==> config.mk <==
export PLATFORM = sky130hd
export DESIGN_NAME = i2s_tx
export DESIGN_NICKNAME = d
export VERILOG_FILES = /design/src/rtl/i2s_tx.sv
export SDC_FILE = /design/constraint.sdc
export NUM_CORES = 1
export LEC_CHECK = 0
export BUFFER_PORTS_ARGS = -buffer_cell sky130_fd_sc_hd__buf_4
export CORE_MARGIN = 2
export CORE_UTILIZATION = 45
export DETAILED_ROUTE_END_ITERATION = 12
export RECOVER_POWER = 25
export SETUP_SLACK_MARGIN = 0.1
export SLEW_MARGIN = 25
export SYNTH_ARGS = -nofsm -noshare
export SYNTH_HDL_FRONTEND = slang
export SYNTH_SLANG_ARGS = --single-unit
==> constraint.sdc <==
create_clock -name clk_i -period 5.06 [get_ports clk_i]
set_input_delay 0.506 -clock clk_i [delete_from_list [all_inputs] [get_ports clk_i]]
set_output_delay 0.506 -clock clk_i [all_outputs]
set_load 0.01 [all_outputs]
==> src/rtl/i2s_tx.sv <==
// I2S transmitter: divides clk_i down to SCLK, serialises one stereo pair per 64-slot frame
// from a single-entry holding register, and sends a mute frame with an underrun pulse if the holder is empty.
module i2s_tx #(
  parameter int unsigned WIDTH_P    = 24,
  parameter int unsigned SCLK_DIV_P = 4
) (
  input  logic               clk_i,
  input  logic               reset_i,
  input  logic               valid_i,
  input  logic [WIDTH_P-1:0] left_i,
  input  logic [WIDTH_P-1:0] right_i,
  output logic               ready_o,
  output logic               sclk_o,
  output logic               lrclk_o,
  output logic               sdata_o,
  output logic               underrun_o
);

  localparam int unsigned DIV_W = (SCLK_DIV_P > 1) ? $clog2(SCLK_DIV_P) : 1;
  localparam logic [DIV_W-1:0] DIV_MAX = DIV_W'(SCLK_DIV_P - 1);
  localparam logic [5:0] LEFT_HI  = 6'(WIDTH_P);
  localparam logic [5:0] RIGHT_LO = 6'd33;
  localparam logic [5:0] RIGHT_HI = 6'(32 + WIDTH_P);
  localparam logic [5:0] LAST_SLOT = 6'd63;

  logic [DIV_W-1:0]   div, div_d;
  logic               sclk, sclk_d;
  logic [5:0]         slot, slot_d;
  logic               lrclk, lrclk_d;
  logic               sdata, sdata_d;
  logic               underrun, underrun_d;
  logic               ready, ready_d;
  logic               hold_valid, hold_valid_d;
  logic [WIDTH_P-1:0] hold_l, hold_l_d;
  logic [WIDTH_P-1:0] hold_r, hold_r_d;
  logic [WIDTH_P-1:0] act_l, act_l_d;
  logic [WIDTH_P-1:0] act_r, act_r_d;

  logic               div_tc;
  logic               fall;
  logic               boundary;
  logic               accept;
  logic [5:0]         slot_nx;
  logic [5:0]         shamt;
  logic [WIDTH_P-1:0] mask;
  logic               ser_bit;

  assign div_tc   = (div == DIV_MAX);
  assign fall     = div_tc && sclk;
  assign boundary = fall && (slot == LAST_SLOT);
  assign accept   = valid_i && ready;
  assign slot_nx  = slot + 6'd1;

  // Data bit for the slot being entered; the one-slot I2S delay puts the MSB in slot 1 / 33.
  always_comb begin
    shamt   = 6'd0;
    mask    = '0;
    ser_bit = 1'b0;
    if ((slot_nx >= 6'd1) && (slot_nx <= LEFT_HI)) begin
      shamt   = LEFT_HI - slot_nx;
      mask    = WIDTH_P'(1) << shamt;
      ser_bit = |(act_l & mask);
    end else if ((slot_nx >= RIGHT_LO) && (slot_nx <= RIGHT_HI)) begin
      shamt   = RIGHT_HI - slot_nx;
      mask    = WIDTH_P'(1) << shamt;
      ser_bit = |(act_r & mask);
    end
  end

  // Next-state for divider, frame timing and the holder/active register pair.
  always_comb begin
    div_d        = div;
    sclk_d       = sclk;
    slot_d       = slot;
    lrclk_d      = lrclk;
    sdata_d      = sdata;
    underrun_d   = 1'b0;
    hold_valid_d = hold_valid;
    hold_l_d     = hold_l;
    hold_r_d     = hold_r;
    act_l_d      = act_l;
    act_r_d      = act_r;

    div_d = div_tc ? '0 : div + DIV_W'(1);
    if (div_tc) begin
      sclk_d = ~sclk;
    end

    if (accept) begin
      hold_l_d     = left_i;
      hold_r_d     = right_i;
      hold_valid_d = 1'b1;
    end

    // A pair captured on the boundary edge itself is not seen until the next frame.
    if (boundary) begin
      if (hold_valid) begin
        act_l_d      = hold_l;
        act_r_d      = hold_r;
        hold_valid_d = 1'b0;
      end else begin
        act_l_d    = '0;
        act_r_d    = '0;
        underrun_d = 1'b1;
      end
    end

    if (fall) begin
      slot_d  = slot_nx;
      lrclk_d = slot_nx[5];
      sdata_d = ser_bit;
    end

    ready_d = ~hold_valid_d;
  end

  always_ff @(posedge clk_i or negedge reset_i) begin
    if (!reset_i) begin
      div        <= '0;
      sclk       <= 1'b0;
      slot       <= LAST_SLOT;
      lrclk      <= 1'b0;
      sdata      <= 1'b0;
      underrun   <= 1'b0;
      ready      <= 1'b1;
      hold_valid <= 1'b0;
      hold_l     <= '0;
      hold_r     <= '0;
      act_l      <= '0;
      act_r      <= '0;
    end else begin
      div        <= div_d;
      sclk       <= sclk_d;
      slot       <= slot_d;
      lrclk      <= lrclk_d;
      sdata      <= sdata_d;
      underrun   <= underrun_d;
      ready      <= ready_d;
      hold_valid <= hold_valid_d;
      hold_l     <= hold_l_d;
      hold_r     <= hold_r_d;
      act_l      <= act_l_d;
      act_r      <= act_r_d;
    end
  end

  assign ready_o    = ready;
  assign sclk_o     = sclk;
  assign lrclk_o    = lrclk;
  assign sdata_o    = sdata;
  assign underrun_o = underrun;

endmodule

---- Word-level counts from Yosys, hierarchy flattened ----
Cells that the tools add are included.
storage, ports and cells
  flip-flop bits (word level) ............. 110
  input port bits ......................... 51
  output and inout bits ................... 5
  logic and storage cells ................. 45
operators by class
  add/subtract/negate cells ............... 4
  order comparisons ....................... 4
  eq/ne operators ......................... 2
  shift operators ......................... 2
  mux-type cells .......................... 10
  bitwise gates (word level) .............. 4
  reduce and logical (&&, ||, !) cells .... 7
operators by type and width
  cell                  count
  $and 24x24->24        2
  $mux 24               2
  $reduce_or 24->1      2
  $shl 1x6->24 const A  2
  $mux 1                7
  $add 6x1->6 const B   1
  $eq 6x6->1 const B    1
  $ge 6x1->1 const B    1
  $ge 6x6->1 const B    1
  $le 6x5->1 const B    1
  $le 6x6->1 const B    1
  $sub 5x6->6 const A   1
  $sub 6x6->6 const A   1
  $logic_and 1x1->1     5
  $add 2x1->2 const B   1
  $eq 2x2->1 const B    1
  $mux 2                1
  $not 1->1             2

---- Longest topological paths before layout ----
  word-level depth ........................ 7
  depth in mapped cells ................... 10
  mapped depth without buffers ............ 8

---- Worst setup path after synthesis ----
Ideal clock, no wire load.
  kind .................................... reg-to-reg
  start ................................... reg slot[0]
  end ..................................... reg sdata (netlist: sdata_o)
  setup time .............................. 0.136 ns
  arrival time ............................ 2.510 ns
  required time ........................... 4.924 ns
  setup slack ............................. 2.414 ns
  stages on the path, launching flop included .. 10
  buffers on the path ..................... 1
  period minus slack after synthesis ...... 2.646 ns
  cells stage by stage .................... dfstp_2 buf_6 inv_2 ha_1 and2b_4 o21ai_2 xnor2_1 mux2_4 a2111oi_2 a211oi_2
on the way
  word-level cells in the longest chain between the ends .. 7
  elaborated cells between the ends (all ways) .. 17
  those cells by class .................... 3 x add/sub; 4 x order compare; 2 x shift; 2 x mux; 2 x bitwise; 4 x reduce/logical
RTL lines
  what                    RTL line  source
  from (decl)             28        logic [5:0] slot, slot_d;
  from (signal assigned)  134       slot <= slot_d;
  $add 6x1->6 (*)         52        assign slot_nx = slot + 6'd1;
  named net slot_nx[0]    43        logic [5:0] slot_nx;
  $sub 6x6->6             64        shamt = RIGHT_HI - slot_nx;
  $shl 1x6->24            65        mask = WIDTH_P'(1) << shamt;
  $and 24x24->24          66        ser_bit = |(act_r & mask);
  $reduce_or 24->1        66
  $mux 1                  63        end else if ((slot_nx >= RIGHT_LO) && (slot_nx <= RIGHT_HI)) begin
  $mux 1 (*)              59        if ((slot_nx >= 6'd1) && (slot_nx <= LEFT_HI)) begin
  to (signal assigned)    136       sdata <= sdata_d;
  to (decl)               30        logic sdata, sdata_d;
The timed path passes the listed nets; every way through them passes the cells marked *.
A chain may end at the register's enable or synchronous reset.

==> flow_metrics.tcl <==
set metrics [dict create \
    status "complete, but fails checks" \
    ys_ff_latch 110 \
    gp_congestion 0.848 \
    violations "max-capacitance violations, max-slew violations" \
    final_cell_mix "nand2_1 (104), dfrtp_1 (103), buf_4 (56)" \
    hold_end "hold_l[14]" \
    core_sq_um 10700 \
    crit_path_start_kind "input port" \
    drv_cap 1 \
    path_clk_slew_ns 0.11 \
    cts_max_level 3 \
    setup_viol 0 \
    firstDrtPassIters 5 \
    power_w 0.00142 \
    port_buffers 55 \
    rsz0062_at_grt "false" \
    cp_max_fo 68 \
    arrival_ns 3.01 \
    ys_seq_area_share_pct 56.2 \
    fin_setup_tns_ns 0 \
    cp-end-kind "async pin" \
    grt_max_degree 99 \
    clock_skew_ns 0.0188 \
    cts_resized 0 \
    drive_above_1_share_pct 30.1 \
    nets 534 \
    reg2reg_from "slot[0]" \
    clkSinkCount 110 \
    syn_area_sq_um 4910 \
    chipWidth_microns 108 \
    antenna_found_initial 0 \
    path_buf_inv 1 \
    min_path_type "in -> reg" \
    power_density_nw_per_um2 255 \
    min_period_over_period_pct 65.9 \
    area_delta_synth_final_pct 13.3 \
    std_cell_rows 38 \
    routed_wl_microns 9190 \
    reg2reg_to "sdata_o" \
    cts_hold_buf 0 \
    n_antenna_cell 0 \
    post-dp-hpwl_microns 6190 \
    drt_iter0_markers 156 \
    reg2regPathDepth 8 \
    drv_slew 69 \
    path_delay_family "buffers and inverters" \
    crit_path_max_incr_delay_ns 2.46 \
    path_cells "clkbuf_1" \
    min_path_cells 2 \
    clk_latency_ns 0.37 \
    slew_headroom_pct -137 \
    slowest_stage "clkbuf_1" \
    cts_max_path_buffers 2 \
    grt_usage_pct 17.4 \
    synth.avg_cell_area_sq_um 11.2 \
    startpoint "reset_i" \
    post_cts_buffers 0 \
    tightest_slew_ns 3.55 \
    synth_edf_count 0 \
    max_freq_mhz 300 \
    ys.flop_type "dfrtp_1" \
    fp.dieH_microns 108 \
    syn-num-nets 497 \
    ir_worst_vdd_mv 0.185 \
    synth_fa_ha_area_share_pct 1.53 \
    path_depth 1 \
    grt_pass1_wl_microns 16000 \
    synth-compound-area-share_pct 12.1 \
    cts_root_buffer "clkbuf_8" \
    min_period_ns 3.33 \
    syn_inst 440 \
    crit_type "in -> async" \
    layout_commonest_cell "nand2_1" \
    hold_viol 0 \
    async_flop_share_pct 100 \
    synthMuxAreaShare_pct 12.7 \
    pin_count 56 \
    synth_top_family_by_area "multiplexers" \
    drcViolationCount 0 \
    initial_core_util_pct 45.7 \
    synthSimpleGateAreaFrac_pct 11.5 \
    required_ns 4.73 \
    leakagePower_nw 2.50 \
    grt_pass1_vias 3341 \
    drtAntennaViolNets 0 \
    dieArea_sq_um 11800 \
    rrSetupSlack_ns 2.06 \
    yosysWarnings 0 \
    hp-start "left_i[14]" \
    vias_per_cell 5.21 \
    synth_xor_area_share_pct 2.50 \
    wl_per_cell_microns 14.8 \
    num_vias 3240 \
    grt_overflow 0 \
    hold_slack_ns 0.358 \
    cts_tree "built" \
    cts-buffers-inserted 9 \
    yosysUniqueCellTypes 50 \
]
layer usage:
| layer | part of all wire, % | track usage [%] | vias to the layer above |
|---|---|---|---|
| li1 | - | - | 1614 |
| met1 | 50 | 24.1 | 1581 |
| met2 | 47 | 27.5 | 39 |
| met3 | 2.6 | 3.50 | 6 |
| met4 | 0.97 | 5.49 | 0 |
| met5 | 0 | 0 | - |
Yosys cell counts (4+ instances only):
| cell type | instances | area (sq um) |
|---|---|---|
| nor2_1 | 7 | 26.3 |
| ha_1 | 6 | 75.1 |
| o21ai_1 | 49 | 245 |
| nand2_1 | 105 | 394 |
| a221oi_1 | 7 | 61.3 |
| a21oi_1 | 4 | 20.0 |
| a222oi_1 | 5 | 50.1 |
| a22o_1 | 5 | 43.8 |
| clkbuf_1 | 22 | 82.6 |
| mux2_2 | 52 | 586 |
| dfrtp_1 | 103 | 2580 |
| xnor2_1 | 7 | 61.3 |
| a22oi_1 | 4 | 30.0 |
| dfstp_2 | 7 | 184 |
logic make-up (layout without fill, tap and decap cells):
kind of cell	count (synthesis)	after routing
simple gates	131	131
compound gates	90	90
mux	55	55
flops	110	110
fa+ha+maj	6	6
xor+xnor	11	11
buf+inv	37	79
through the flow:
step                      std cells  util (%)  cell area [sq um]  setup slack (ns)
final                           622      51.8               5560              1.73
after global routing            622      51.8               5560             0.908
after CTS                       622      51.8               5570              2.04
after detailed placement        606      50.1               5390              2.05
after global placement          606      50.1               5380              2.15
after floorplan                 440         -               4910              2.41
power breakdown:
group	total [W]	switching, W	internal, W
clock	0.000493	0.000305	0.000188
sequential	0.000879	0	0.000879
combinational	0.0000456	0.0000212	0.0000244
registers in the layout, summed over array words and instances (netlist names):
signal and flops:
underrun_o 1, sclk_o 1, slot 6, hold_l 24
act_l 24, hold_valid 1, act_r 24, div 2
sdata_o 1, lrclk_o 1, hold_r 24, ready_o 1
area by class of cell:
type / count / area, sq um
Fill cell: 1009 / 5180
Clock inverter: 6 / 53.8
Sequential cell: 110 / 2760
Multi-Input combinational cell: 293 / 2000
Clock buffer: 10 / 128
Inverter: 6 / 22.5
Timing Repair Buffer: 57 / 424
Tap cell: 140 / 175
worst max-delay path by stage:
stage                 end  slack, ns
6_report       hold_r[14]       1.73
5_1_grt        hold_r[14]       0.91
4_1_cts        hold_valid       2.04
3_5_place_dp   hold_valid       2.05
3_3_place_gp      sdata_o       2.15
2_1_floorplan     sdata_o       2.41
(Power assumes the default switching activity.)
